File: src/rtl/eth_phy_init_ctrl_if.sv
// MDIO master request/acknowledge bus between the PHY init sequencer and the MDIO engine.
interface eth_phy_init_ctrl_if;
    logic        mdio_req;
    logic        mdio_wr;
    logic [4:0]  mdio_phy_addr;
    logic [4:0]  mdio_reg_addr;
    logic [15:0] mdio_wdata;
    logic        mdio_ack;
    logic [15:0] mdio_rdata;

    // Sequencer side: issues requests, receives completions.
    modport master (
        output mdio_req, mdio_wr, mdio_phy_addr, mdio_reg_addr, mdio_wdata,
        input  mdio_ack, mdio_rdata
    );

    // MDIO engine side.
    modport slave (
        input  mdio_req, mdio_wr, mdio_phy_addr, mdio_reg_addr, mdio_wdata,
        output mdio_ack, mdio_rdata
    );
endinterface

File: src/rtl/eth_phy_init_ctrl.sv
// SGMII PHY bring-up sequencer: hardware reset, config table writes over MDIO,
// then periodic BMSR polling for link state.
// Optional feature macro: ETH_PHY_TIMEOUT_EN (MDIO ack timeout with sticky error).
module eth_phy_init_ctrl #(
    parameter logic [4:0]  PHY_ADDR          = 5'd7,
    parameter int unsigned RESET_CYCLES      = 200000,
    parameter int unsigned POST_RESET_CYCLES = 1000000,
    parameter int unsigned NUM_CFG           = 4,
    parameter int unsigned POLL_CYCLES       = 5000000,
    parameter int unsigned TIMEOUT_CYCLES    = 100000
) (
    input  logic                 i_clock,
    input  logic                 i_reset,
    input  logic                 i_restart,
    output logic                 o_eth_reset_n,
    output logic [4:0]           o_cfg_index,
    input  logic [4:0]           i_cfg_reg,
    input  logic [15:0]          i_cfg_data,
    eth_phy_init_ctrl_if.master  mdio,
    output logic                 o_init_done,
    output logic                 o_link_up,
    output logic                 o_link_change,
    output logic                 o_error
);

    localparam int unsigned MAX_A = (RESET_CYCLES > POST_RESET_CYCLES) ? RESET_CYCLES : POST_RESET_CYCLES;
    localparam int unsigned MAX_B = (POLL_CYCLES > TIMEOUT_CYCLES) ? POLL_CYCLES : TIMEOUT_CYCLES;
    localparam int unsigned MAX_C = (MAX_A > MAX_B) ? MAX_A : MAX_B;
    localparam int unsigned CNT_W = $clog2(MAX_C) + 1;

    localparam logic [CNT_W-1:0] RST_LAST  = CNT_W'(RESET_CYCLES - 1);
    localparam logic [CNT_W-1:0] POST_LAST = CNT_W'(POST_RESET_CYCLES - 1);
    localparam logic [CNT_W-1:0] POLL_LAST = CNT_W'(POLL_CYCLES - 1);
    localparam logic [4:0]       CFG_LAST  = 5'((NUM_CFG == 0) ? 0 : NUM_CFG - 1);
    localparam logic [4:0]       BMSR_ADDR = 5'd1;

    typedef enum logic [2:0] {
        RST_HOLD, RST_WAIT, CFG_ISSUE, CFG_WAIT, POLL_ISSUE, POLL_WAIT, POLL_IDLE
    } state_t;

    state_t           r_state, w_state_nxt;
    logic [CNT_W-1:0] r_cnt, w_cnt;
    logic             r_pend, w_pend;
    logic             r_eth_reset_n, w_eth_reset_n;
    logic [4:0]       r_cfg_index, w_cfg_index;
    logic             r_req, w_req;
    logic             r_wr, w_wr;
    logic [4:0]       r_reg_addr, w_reg_addr;
    logic [15:0]      r_wdata, w_wdata;
    logic             r_init_done, w_init_done;
    logic             r_link_up, w_link_up;
    logic             r_link_change, w_link_change;
    logic             r_error, w_error;

    logic w_in_wait;
    logic w_ack;
    logic w_restart;
    logic w_tmo;
    logic w_abort;
    logic w_unused_rdata;

    assign w_in_wait = (r_state == CFG_WAIT) || (r_state == POLL_WAIT);
    assign w_ack     = w_in_wait & mdio.mdio_ack;
    assign w_restart = i_restart | r_pend;

`ifdef ETH_PHY_TIMEOUT_EN
    localparam logic [CNT_W-1:0] TMO_LAST = CNT_W'(TIMEOUT_CYCLES - 1);
    // Abort an outstanding request that has waited the full timeout window.
    assign w_tmo = w_in_wait & ~mdio.mdio_ack & (r_cnt == TMO_LAST);
`else
    assign w_tmo = 1'b0;
`endif

    // A restart takes effect outside a transaction, or on the ack that closes one.
    assign w_abort = (w_restart & (~w_in_wait | mdio.mdio_ack)) | w_tmo;

    assign w_unused_rdata = &{1'b0, mdio.mdio_rdata[15:3], mdio.mdio_rdata[1:0]};

    // State and datapath registers.
    always_ff @(posedge i_clock) begin
        if (i_reset) begin
            r_state       <= RST_HOLD;
            r_cnt         <= '0;
            r_pend        <= 1'b0;
            r_eth_reset_n <= 1'b0;
            r_cfg_index   <= '0;
            r_req         <= 1'b0;
            r_wr          <= 1'b0;
            r_reg_addr    <= '0;
            r_wdata       <= '0;
            r_init_done   <= 1'b0;
            r_link_up     <= 1'b0;
            r_link_change <= 1'b0;
            r_error       <= 1'b0;
        end else begin
            r_state       <= w_state_nxt;
            r_cnt         <= w_cnt;
            r_pend        <= w_pend;
            r_eth_reset_n <= w_eth_reset_n;
            r_cfg_index   <= w_cfg_index;
            r_req         <= w_req;
            r_wr          <= w_wr;
            r_reg_addr    <= w_reg_addr;
            r_wdata       <= w_wdata;
            r_init_done   <= w_init_done;
            r_link_up     <= w_link_up;
            r_link_change <= w_link_change;
            r_error       <= w_error;
        end
    end

    // Next-state selection.
    always_comb begin
        w_state_nxt = r_state;
        if (w_abort) begin
            w_state_nxt = RST_HOLD;
        end else begin
            case (r_state)
                RST_HOLD:   if (r_cnt == RST_LAST) w_state_nxt = RST_WAIT;
                RST_WAIT:   if (r_cnt == POST_LAST) w_state_nxt = (NUM_CFG > 0) ? CFG_ISSUE : POLL_ISSUE;
                CFG_ISSUE:  w_state_nxt = CFG_WAIT;
                CFG_WAIT:   if (w_ack) w_state_nxt = (r_cfg_index == CFG_LAST) ? POLL_ISSUE : CFG_ISSUE;
                POLL_ISSUE: w_state_nxt = POLL_WAIT;
                POLL_WAIT:  if (w_ack) w_state_nxt = POLL_IDLE;
                POLL_IDLE:  if (r_cnt >= POLL_LAST) w_state_nxt = POLL_ISSUE;
                default:    w_state_nxt = RST_HOLD;
            endcase
        end
    end

    // Next values of counter, bus request fields and status outputs.
    always_comb begin
        w_cnt         = r_cnt + CNT_W'(1);
        w_pend        = r_pend | i_restart;
        w_eth_reset_n = r_eth_reset_n;
        w_cfg_index   = r_cfg_index;
        w_req         = r_req;
        w_wr          = r_wr;
        w_reg_addr    = r_reg_addr;
        w_wdata       = r_wdata;
        w_init_done   = r_init_done;
        w_link_up     = r_link_up;
        w_link_change = 1'b0;
        w_error       = r_error | w_tmo;
        if (w_abort) begin
            w_cnt         = '0;
            w_pend        = 1'b0;
            w_eth_reset_n = 1'b0;
            w_cfg_index   = '0;
            w_req         = 1'b0;
            w_init_done   = 1'b0;
            w_link_up     = 1'b0;
            w_link_change = r_link_up;
        end else begin
            case (r_state)
                RST_HOLD: begin
                    if (r_cnt == RST_LAST) begin
                        w_cnt         = '0;
                        w_eth_reset_n = 1'b1;
                    end
                end
                RST_WAIT: begin
                    if (r_cnt == POST_LAST) w_cnt = '0;
                end
                CFG_ISSUE: begin
                    w_reg_addr = i_cfg_reg;
                    w_wdata    = i_cfg_data;
                    w_wr       = 1'b1;
                    w_req      = 1'b1;
                    w_cnt      = '0;
                end
                CFG_WAIT: begin
                    if (w_ack) begin
                        w_req = 1'b0;
                        w_cnt = '0;
                        if (r_cfg_index == CFG_LAST) begin
                            w_init_done = 1'b1;
                            w_cfg_index = '0;
                        end else begin
                            w_cfg_index = r_cfg_index + 5'd1;
                        end
                    end
                end
                POLL_ISSUE: begin
                    w_wr       = 1'b0;
                    w_reg_addr = BMSR_ADDR;
                    w_req      = 1'b1;
                    w_cnt      = '0;
                end
                POLL_WAIT: begin
                    // Ack cycle counts as the first cycle of the poll interval.
                    if (w_ack) begin
                        w_req         = 1'b0;
                        w_link_up     = mdio.mdio_rdata[2];
                        w_link_change = mdio.mdio_rdata[2] ^ r_link_up;
                        w_cnt         = CNT_W'(1);
                    end
                end
                default: ;
            endcase
        end
    end

    assign o_eth_reset_n      = r_eth_reset_n;
    assign o_cfg_index        = r_cfg_index;
    assign o_init_done        = r_init_done;
    assign o_link_up          = r_link_up;
    assign o_link_change      = r_link_change;
    assign o_error            = r_error;
    assign mdio.mdio_req      = r_req;
    assign mdio.mdio_wr       = r_wr;
    assign mdio.mdio_phy_addr = PHY_ADDR;
    assign mdio.mdio_reg_addr = r_reg_addr;
    assign mdio.mdio_wdata    = r_wdata;

endmodule

File: src/flat_wrapper.sv
// flat-port wrapper written by rule: the top's interface ports become plain ports
module eth_phy_init_ctrl_flat 
#(
    parameter logic [4:0]  PHY_ADDR          = 5'd7,
    parameter int unsigned RESET_CYCLES      = 200000,
    parameter int unsigned POST_RESET_CYCLES = 1000000,
    parameter int unsigned NUM_CFG           = 4,
    parameter int unsigned POLL_CYCLES       = 5000000,
    parameter int unsigned TIMEOUT_CYCLES    = 100000
)
  (i_clock, i_reset, i_restart, o_eth_reset_n, o_cfg_index, i_cfg_reg, i_cfg_data, o_init_done, o_link_up, o_link_change, o_error, mdio_mdio_req, mdio_mdio_wr, mdio_mdio_phy_addr, mdio_mdio_reg_addr, mdio_mdio_wdata, mdio_mdio_ack, mdio_mdio_rdata);
  eth_phy_init_ctrl_if mdio_i ();
  input  logic i_clock;
  input  logic i_reset;
  input  logic i_restart;
  output logic o_eth_reset_n;
  output logic [4:0] o_cfg_index;
  input  logic [4:0] i_cfg_reg;
  input  logic [15:0] i_cfg_data;
  output logic o_init_done;
  output logic o_link_up;
  output logic o_link_change;
  output logic o_error;
  output wire logic [$bits(mdio_i.mdio_req)-1:0] mdio_mdio_req;
  output wire logic [$bits(mdio_i.mdio_wr)-1:0] mdio_mdio_wr;
  output wire logic [$bits(mdio_i.mdio_phy_addr)-1:0] mdio_mdio_phy_addr;
  output wire logic [$bits(mdio_i.mdio_reg_addr)-1:0] mdio_mdio_reg_addr;
  output wire logic [$bits(mdio_i.mdio_wdata)-1:0] mdio_mdio_wdata;
  input wire logic [$bits(mdio_i.mdio_ack)-1:0] mdio_mdio_ack;
  input wire logic [$bits(mdio_i.mdio_rdata)-1:0] mdio_mdio_rdata;
  assign mdio_mdio_req = mdio_i.mdio_req;
  assign mdio_mdio_wr = mdio_i.mdio_wr;
  assign mdio_mdio_phy_addr = mdio_i.mdio_phy_addr;
  assign mdio_mdio_reg_addr = mdio_i.mdio_reg_addr;
  assign mdio_mdio_wdata = mdio_i.mdio_wdata;
  assign mdio_i.mdio_ack = mdio_mdio_ack;
  assign mdio_i.mdio_rdata = mdio_mdio_rdata;
  eth_phy_init_ctrl #(.PHY_ADDR(PHY_ADDR), .RESET_CYCLES(RESET_CYCLES), .POST_RESET_CYCLES(POST_RESET_CYCLES), .NUM_CFG(NUM_CFG), .POLL_CYCLES(POLL_CYCLES), .TIMEOUT_CYCLES(TIMEOUT_CYCLES)) u_core (.i_clock(i_clock), .i_reset(i_reset), .i_restart(i_restart), .o_eth_reset_n(o_eth_reset_n), .o_cfg_index(o_cfg_index), .i_cfg_reg(i_cfg_reg), .i_cfg_data(i_cfg_data), .mdio(mdio_i), .o_init_done(o_init_done), .o_link_up(o_link_up), .o_link_change(o_link_change), .o_error(o_error));
endmodule
File: config.mk
export PLATFORM = sky130hd
export DESIGN_NAME = eth_phy_init_ctrl_flat
export DESIGN_NICKNAME = d
export VERILOG_FILES = /design/src/rtl/eth_phy_init_ctrl_if.sv /design/src/rtl/eth_phy_init_ctrl.sv /design/src/flat_wrapper.sv
export SDC_FILE = /design/constraint.sdc
export NUM_CORES = 1
export LEC_CHECK = 0
export BUFFER_PORTS_ARGS = -buffer_cell sky130_fd_sc_hd__buf_2
export CORE_ASPECT_RATIO = 1.2
export CORE_MARGIN = 8
export CORE_UTILIZATION = 45
export CTS_BUF_LIST = sky130_fd_sc_hd__clkbuf_4 sky130_fd_sc_hd__clkbuf_8 sky130_fd_sc_hd__clkbuf_16
export DETAILED_ROUTE_END_ITERATION = 8
export GPL_ROUTABILITY_DRIVEN = 0
export PLACE_DENSITY_LB_ADDON = 0.15
export SLEW_MARGIN = 20
export SYNTH_ARGS = -nofsm -noshare
export SYNTH_HDL_FRONTEND = slang
export SYNTH_SLANG_ARGS = --single-unit
export TNS_END_PERCENT = 1
File: constraint.sdc
create_clock -name i_clock -period 3.9 [get_ports i_clock]
set_input_delay 0.585 -clock i_clock [delete_from_list [all_inputs] [get_ports i_clock]]
set_output_delay 0.585 -clock i_clock [all_outputs]
set_load 0.01 [all_outputs]
==> results_dict.tcl, run 1 <==
set metrics [dict create \
    h-tree-depth 3 \
    hold_viol 0 \
    synthAdderAreaFrac_pct 1.304 \
    clkPwrFrac_pct 42.0 \
    dieWidth_um 86.55 \
    drv_slew 0 \
    first_iter_violations 135 \
    synth_top_family_by_area "simple AND/OR/NAND/NOR gates" \
    grt_start_max_net_pins 26 \
    synth_top_cells_by_area "dfxtp_1, nor2_1, nand2_1" \
    timing_worst_setup_path_type "reg2reg" \
    antenna_found_initial 0 \
    cts_buffers 9 \
    worstSetupStartpoint "u_core.r_state[2]" \
    yosys_register_bits 60 \
    grt_pass1_wl_um 10050 \
    drcViolationCount 0 \
    crit_chain "xor2_1, a31oi_1, buf_4, a311oi_1, a311oi_2, buf_4, nor2_1" \
    status "completed" \
    reg2reg_slack_ps 1460 \
    wl_um 5975 \
    switching_share_pct 23.92 \
    critPathBufInv 2 \
    wl_per_cell_um 12.93 \
    port_buffers 57 \
    slowest_delay_ps 620 \
    endpoint "u_core.r_cnt[6]" \
    hpwl_um 4304 \
    cts_tree "yes" \
    synth-async-reset-ratio_pct 0 \
    grt_pass1_vias 2249 \
    grtUsageTotal_pct 14.25 \
    cp-start-kind "flop" \
    cp_slowest_cell "dfxtp_1" \
    multi_input_area_um2 1385 \
    critical_path.endpoint_type "flop" \
    power.density_nw_per_um2 353.0 \
    rsz0062_at_grt "no" \
    synthCells 320 \
    clock_skew_ps 6.263 \
    arrival_ps 2660 \
    crit_fanout 23 \
    rr_worst_depth 7 \
    synthToLayoutAreaGrowth_pct 18.30 \
    die_h_um 100.7 \
    die_area_um2 8711 \
    pwr-share-comb_pct 3.1 \
    fin_crit_sh_pct 62.62 \
    internal-power_w 0.0008539 \
    fmax_mhz 409.5 \
    synthDistinctLibCells 49 \
    tns_ps 0 \
    rows 31 \
    peakVddDrop_mv 0.1851 \
    diodes 0 \
    layout_common_cells "dfxtp_1, buf_2, nor2_1" \
    via_count 2334 \
    final_area_um2 3179 \
    synth_area_um2 2688 \
    p_sw_w 0.0002684 \
    cp_common_cell "buf_4" \
    post-synth-top-area-fraction_pct 44.69 \
    clockRootBuffer "clkbuf_8" \
    seqPwrFrac_pct 54.8 \
    required_ps 4120 \
    fin_crit_ps 2442 \
    synthXorXnorAreaFrac_pct 8.473 \
    vias_per_cell 5.052 \
    leakage_nw 1.238 \
    synth_area_per_cell_um2 8.399 \
    layout_commonest_cell "dfxtp_1" \
    post-cts-setup-buffers 0 \
    seq_area_um2 1201 \
    synth_compound_area_share_pct 11.96 \
    drive_gt1_share_pct 22.11 \
    design.core.area_um2 5896 \
    ys_seq_area_share_pct 44.69 \
    cts_resized 0 \
    finalSetupViolations 0 \
    drv_cap 0 \
    drtAntennaViolNets 0 \
    synthSimpleGateAreaFrac_pct 27.98 \
    synth_top_cell_by_area "dfxtp_1" \
    pin_count 79 \
    clock_sinks 60 \
    dpl-instance-area_um2 3012 \
    critPathTopFamily "compound AO/OA/AOI/OAI gates" \
    grt_overflow_total 0 \
    hold_buffers 0 \
    finalPower_w 0.001122 \
    rr_endpoint "u_core.r_cnt[6]" \
    synthFlopType "dfxtp_1" \
    cts_buffer_depth 2 \
    synth-edff-count 0 \
    drtPass1Iterations 4 \
    clk_pin_slew_ps 70 \
    ys_warn_count 0 \
    worstHoldPathType "reg2reg" \
    fillers 611 \
    worstMarginPinSlew_ps 773.5 \
    synth_mux_area_share_pct 0.7449 \
    layout.nets 418 \
    timing.rr.start "u_core.r_state[2]" \
    cp.depth 7 \
    slew_headroom_pct 48.00 \
    start_util_pct 45.59 \
    clk_latency_ps 330 \
]
==> cells in the mapped netlist (all sizes together) (2+ instances only) <==
library cell  count
dfxtp            60
a22oi             5
nor2b             2
xnor2             8
nand4             8
nand3b            2
nand2            47
and2              2
a21oi            26
o21a              2
and4b             2
and4              4
buf              11
ha                2
a311oi            3
inv               4
a31oi             2
clkbuf            9
nand2b            2
conb              2
xor2             18
nor3              7
a21o              2
nor4              5
o21ai             4
nand4b            2
nand3            11
and3              4
nor2             50
mux2i             2
==> final cells by class <==
cell class              instances  share of cell area (%)
repair buffers                 60                   9.681
flip-flops and latches         60                   37.78
inverters                       4                  0.4723
well taps                      82                   3.227
multi-input cells             240                   43.57
clock inverters                 7                   1.377
clock buffers                   9                   3.896
==> worst register-to-register path: cells and delay by family, from the launching register on <==
family          cells  cell delay [ps]
compound gates      3              830
flops               1              620
buf+inv             2              560
xor+xnor            1              230
simple gates        1               90
==> flip-flops by register name, summed over array words and instances (netlist names) <==
signal                     count
u_core.mdio.mdio_reg_addr      5
u_core.mdio.mdio_req           1
u_core.mdio.mdio_wdata        16
u_core.mdio.mdio_wr            1
u_core.o_cfg_index             5
u_core.o_eth_reset_n           1
u_core.o_init_done             1
u_core.o_link_change           1
u_core.o_link_up               1
u_core.r_cnt                  24
u_core.r_pend                  1
u_core.r_state                 3
==> layer usage <==
| metal | global-route usage (%) | routed length, um | vias up |
|---|---|---|---|
| li1 | - | - | 1200 |
| met1 | 15.67 | 2668 | 1077 |
| met2 | 23.85 | 2795 | 52 |
| met3 | 5.546 | 434 | 5 |
| met4 | 5.843 | 75 | 0 |
| met5 | 0 | 0 | - |
==> logic make-up after synthesis <==
| family | after synthesis |
|---|---|
| buffers and inverters | 24 |
| and+or+nand+nor | 152 |
| adders and majority gates | 3 |
| muxes | 2 |
| AOI/OAI and AO/OA | 51 |
| DFF | 60 |
| xor gates and xnor gates | 26 |
| other | 2 |
==> worst min path at each step <==
stage | from | end | cells past startpoint
after detailed placement | u_core.mdio.mdio_wdata[7] | u_core.mdio.mdio_wdata[7] | 2
after global placement | u_core.mdio.mdio_wdata[3] | u_core.mdio.mdio_wdata[3] | 2
after global routing | i_cfg_data[13] | u_core.mdio.mdio_wdata[13] | 3
after floorplan | u_core.mdio.mdio_wdata[0] | u_core.mdio.mdio_wdata[0] | 2
after CTS | u_core.mdio.mdio_wdata[3] | u_core.mdio.mdio_wdata[3] | 2
final | u_core.mdio.mdio_wdata[7] | u_core.mdio.mdio_wdata[7] | 2
==> power groups by stage <==
| stage | combinational, W | clock (W) | sequential (W) |
|---|---|---|---|
| 2_1_floorplan | 0.0000229 | 0 | 0.000629 |
| 3_3_place_gp | 0.0000356 | 0 | 0.000629 |
| 3_5_place_dp | 0.0000353 | 0 | 0.000629 |
| 4_1_cts | 0.0000354 | 0.000488 | 0.000615 |
| 5_1_grt | 0.0000401 | 0.000516 | 0.000615 |
| 6_report | 0.0000352 | 0.000472 | 0.000616 |
==> metrics by stage <==
| step | worst slack, ps | std cells | hold WS (ps) | utilization [%] |
|---|---|---|---|---|
| final | 1458 | 462 | 451.7 | 53.93 |
| after CTS | 1445 | 462 | 453.1 | 53.93 |
| after global routing | 1185 | 462 | 468.9 | 53.93 |
| after detailed placement | 1324 | 446 | 443.0 | 51.08 |
| after floorplan | 2001 | 324 | 480.5 | - |
| after global placement | 1279 | 446 | 439.5 | 51.08 |
(Power assumes the default switching activity.)
==> run 2: changes to the inputs <==
Settings changed: ABC_AREA set to 1.
Clock period 3.9 ns to 2.5 ns, I/O delays scaled along.
==> run 2 against run 1 <==
Sequential cell count stayed put. First-iteration DRC count decreased by 34%. Core utilization decreased by 0.76 points. Count of clock-buffer cells in the layout increased by 2. Sequential share of layout area is 4.0 points lower. Sequential power grew 58%. Register-to-register slack worse by 880 ps. Maximum frequency up 27%. Synthesized cell count increased by 32%. Total power grew 86%. Critical path type unchanged. Largest cell class unchanged. Largest power group is now clock. Highest routed layer unchanged.
==> results_dict.tcl, run 2 <==
set metrics [dict create \
    clk_pin_slew_ps 70 \
    port_buffers 57 \
    die_area_um2 9644 \
    drcViolationCount 0 \
    arrival_ps 2150 \
    whs_ps 254.6 \
    pin_count 79 \
    fmax_mhz 520.1 \
    post-synth-top-area-fraction_pct 39.56 \
    post-cts-setup-buffers 0 \
    first_iter_violations 89 \
    die_h_um 106.0 \
    dp.cells 557 \
    crit_fanout 21 \
    tns_ps 0 \
    synthCells 421 \
    synth_area_um2 3037 \
    antenna_found_initial 0 \
    slowest_delay_ps 550 \
    clock_sinks 60 \
    fin_crit_sh_pct 76.91 \
    via_count 2710 \
    largest_reg_flops 24 \
    cts_buffer_depth 2 \
    critical_path.endpoint_type "flop" \
    synthDistinctLibCells 35 \
    required_ps 2730 \
    synthToLayoutAreaGrowth_pct 17.10 \
    critPathBufInv 3 \
    yosys_register_bits 60 \
    drive_gt1_share_pct 23.30 \
    timing_worst_setup_path_type "reg2reg" \
    drv_cap 0 \
    power.density_nw_per_um2 586.7 \
    status "completed" \
    drv_slew 0 \
    synth_top_cells_by_area "dfxtp_1, nor2_1, nand2_1" \
    largest-register "u_core.r_cnt" \
    rows 33 \
    synthFlopType "dfxtp_1" \
    synth-edff-count 0 \
    vias_per_cell 4.738 \
    start_util_pct 45.40 \
    layout.nets 524 \
    timing.rr.start "u_core.r_state[2]" \
    hold_viol 0 \
    clock_skew_ps 6.616 \
    ys_warn_count 0 \
    critPathTopFamily "flip-flops" \
    fin_crit_ps 1923 \
    cp_slowest_cell "dfxtp_1" \
    reg2reg_slack_ps 580 \
    yosys-top-cells-count "nor2_1, nand2_1, dfxtp_1, inv_1, a21oi_1" \
    rsz0062_at_grt "no" \
    leakage_nw 1.559 \
    layout_common_cells "nor2_1, nand2_1, dfxtp_1" \
    h-tree-depth 3 \
    grt_start_max_net_pins 22 \
    cts_tree "yes" \
    drtAntennaViolNets 0 \
    grt_pass1_vias 2757 \
    peakVddDrop_mv 0.2869 \
    synth-async-reset-ratio_pct 0 \
    worstHoldPathType "in2reg" \
    design.core.area_um2 6689 \
    grt_overflow_total 0 \
    drtPass1Iterations 4 \
    diodes 0 \
    grt_pass1_wl_um 11770 \
    hold_buffers 0 \
    synth_top_cell_by_area "dfxtp_1" \
    cp_common_cell "o21ai_4" \
    synth_most_common_cell "nor2_1" \
    fillers 701 \
    crit_chain "inv_1, nor2_4, o21ai_4, o21ai_4, inv_4, nor2_8, inv_6, o21ai_0, nor2_1" \
    cts_buffers 9 \
    layout_commonest_cell "nor2_1" \
    wl_per_cell_um 11.74 \
    finalSetupViolations 0 \
    ys_seq_area_share_pct 39.56 \
    worstSetupStartpoint "u_core.r_state[2]" \
    min_from "i_cfg_data[9]" \
    cp-start-kind "flop" \
    clockRootBuffer "clkbuf_8" \
    fin_cells 572 \
    synth_area_per_cell_um2 7.213 \
    cts_resized 0 \
    clk_latency_ps 340 \
    dieWidth_um 90.99 \
    grtUsageTotal_pct 14.82 \
    hpwl_um 5079 \
    wl_um 6715 \
]
-- run 2: changes by cell type after synthesis, sizes merged, moves of 8 or more --
cell / change
nor2: +64
clkbuf: -8
o21ai: +25
inv: +37
nand2: +39
-- run 2: metal layers --
layer / share of wire [%] / vias to the layer above / global-route usage [%]
met5: 0 / - / 0
met3: 6.5 / 9 / 6.342
li1: - / 1431 / -
met1: 43 / 1223 / 14.84
met2: 48 / 47 / 26.12
met4: 1.6 / 0 / 6.682
-- run 2: metrics by stage --
step                      area [um^2]  setup slack (ps)  util [%]  power (W)
after detailed placement         3332             576.2     49.81   0.001122
final                            3556             577.2     53.16   0.002086
after global routing             3556             416.1     53.16   0.002171
after global placement           3332             602.9     49.81   0.001120
after floorplan                  3052             880.4         -   0.001091
after CTS                        3556             568.2     53.16   0.002122
-- run 2: worst paths after layout --
check / to / cells after the start
max: u_core.mdio.mdio_reg_addr[0] / 9
min: u_core.mdio.mdio_wdata[9] / 3
max reg2reg: u_core.mdio.mdio_reg_addr[0] / 9
min reg2reg: u_core.mdio.mdio_reg_addr[4] / 2
-- run 2: tightest hold or removal path, stage by stage --
cell and delay, ps:
buf_2 70, nor2_1 30, nor2_1 80
-- run 2: area by class of cell --
type	count	area, um^2	share of cell area [%]
clock inverter	4	72.57	2.041
multi-input combinational	311	1563	43.95
inverter	41	166.4	4.680
clock buffer	11	151.4	4.258
timing repair buffer	58	292.8	8.234
tap	87	108.9	3.061
sequential	60	1201	33.78
-- run 2: cell families (layout without fill, tap and decap cells) --
kind of cell,count (synthesis),in the layout,synth area share [%]
compound gates,50,50,9.271
xor+xnor,18,18,5.192
fa+ha+maj,2,2,0.8239
buf+inv,54,114,9.477
flops,60,60,39.55
other cells,2,6,0.2473
simple gates,235,235,35.44
-- run 2: power by group --
part           leakage [nW]  switching (W)  internal (W)
clock network         0.111       0.000379      0.000608
logic                 0.964      0.0000812     0.0000424
registers             0.484     0.00000877      0.000967
total                  1.56       0.000469       0.00162
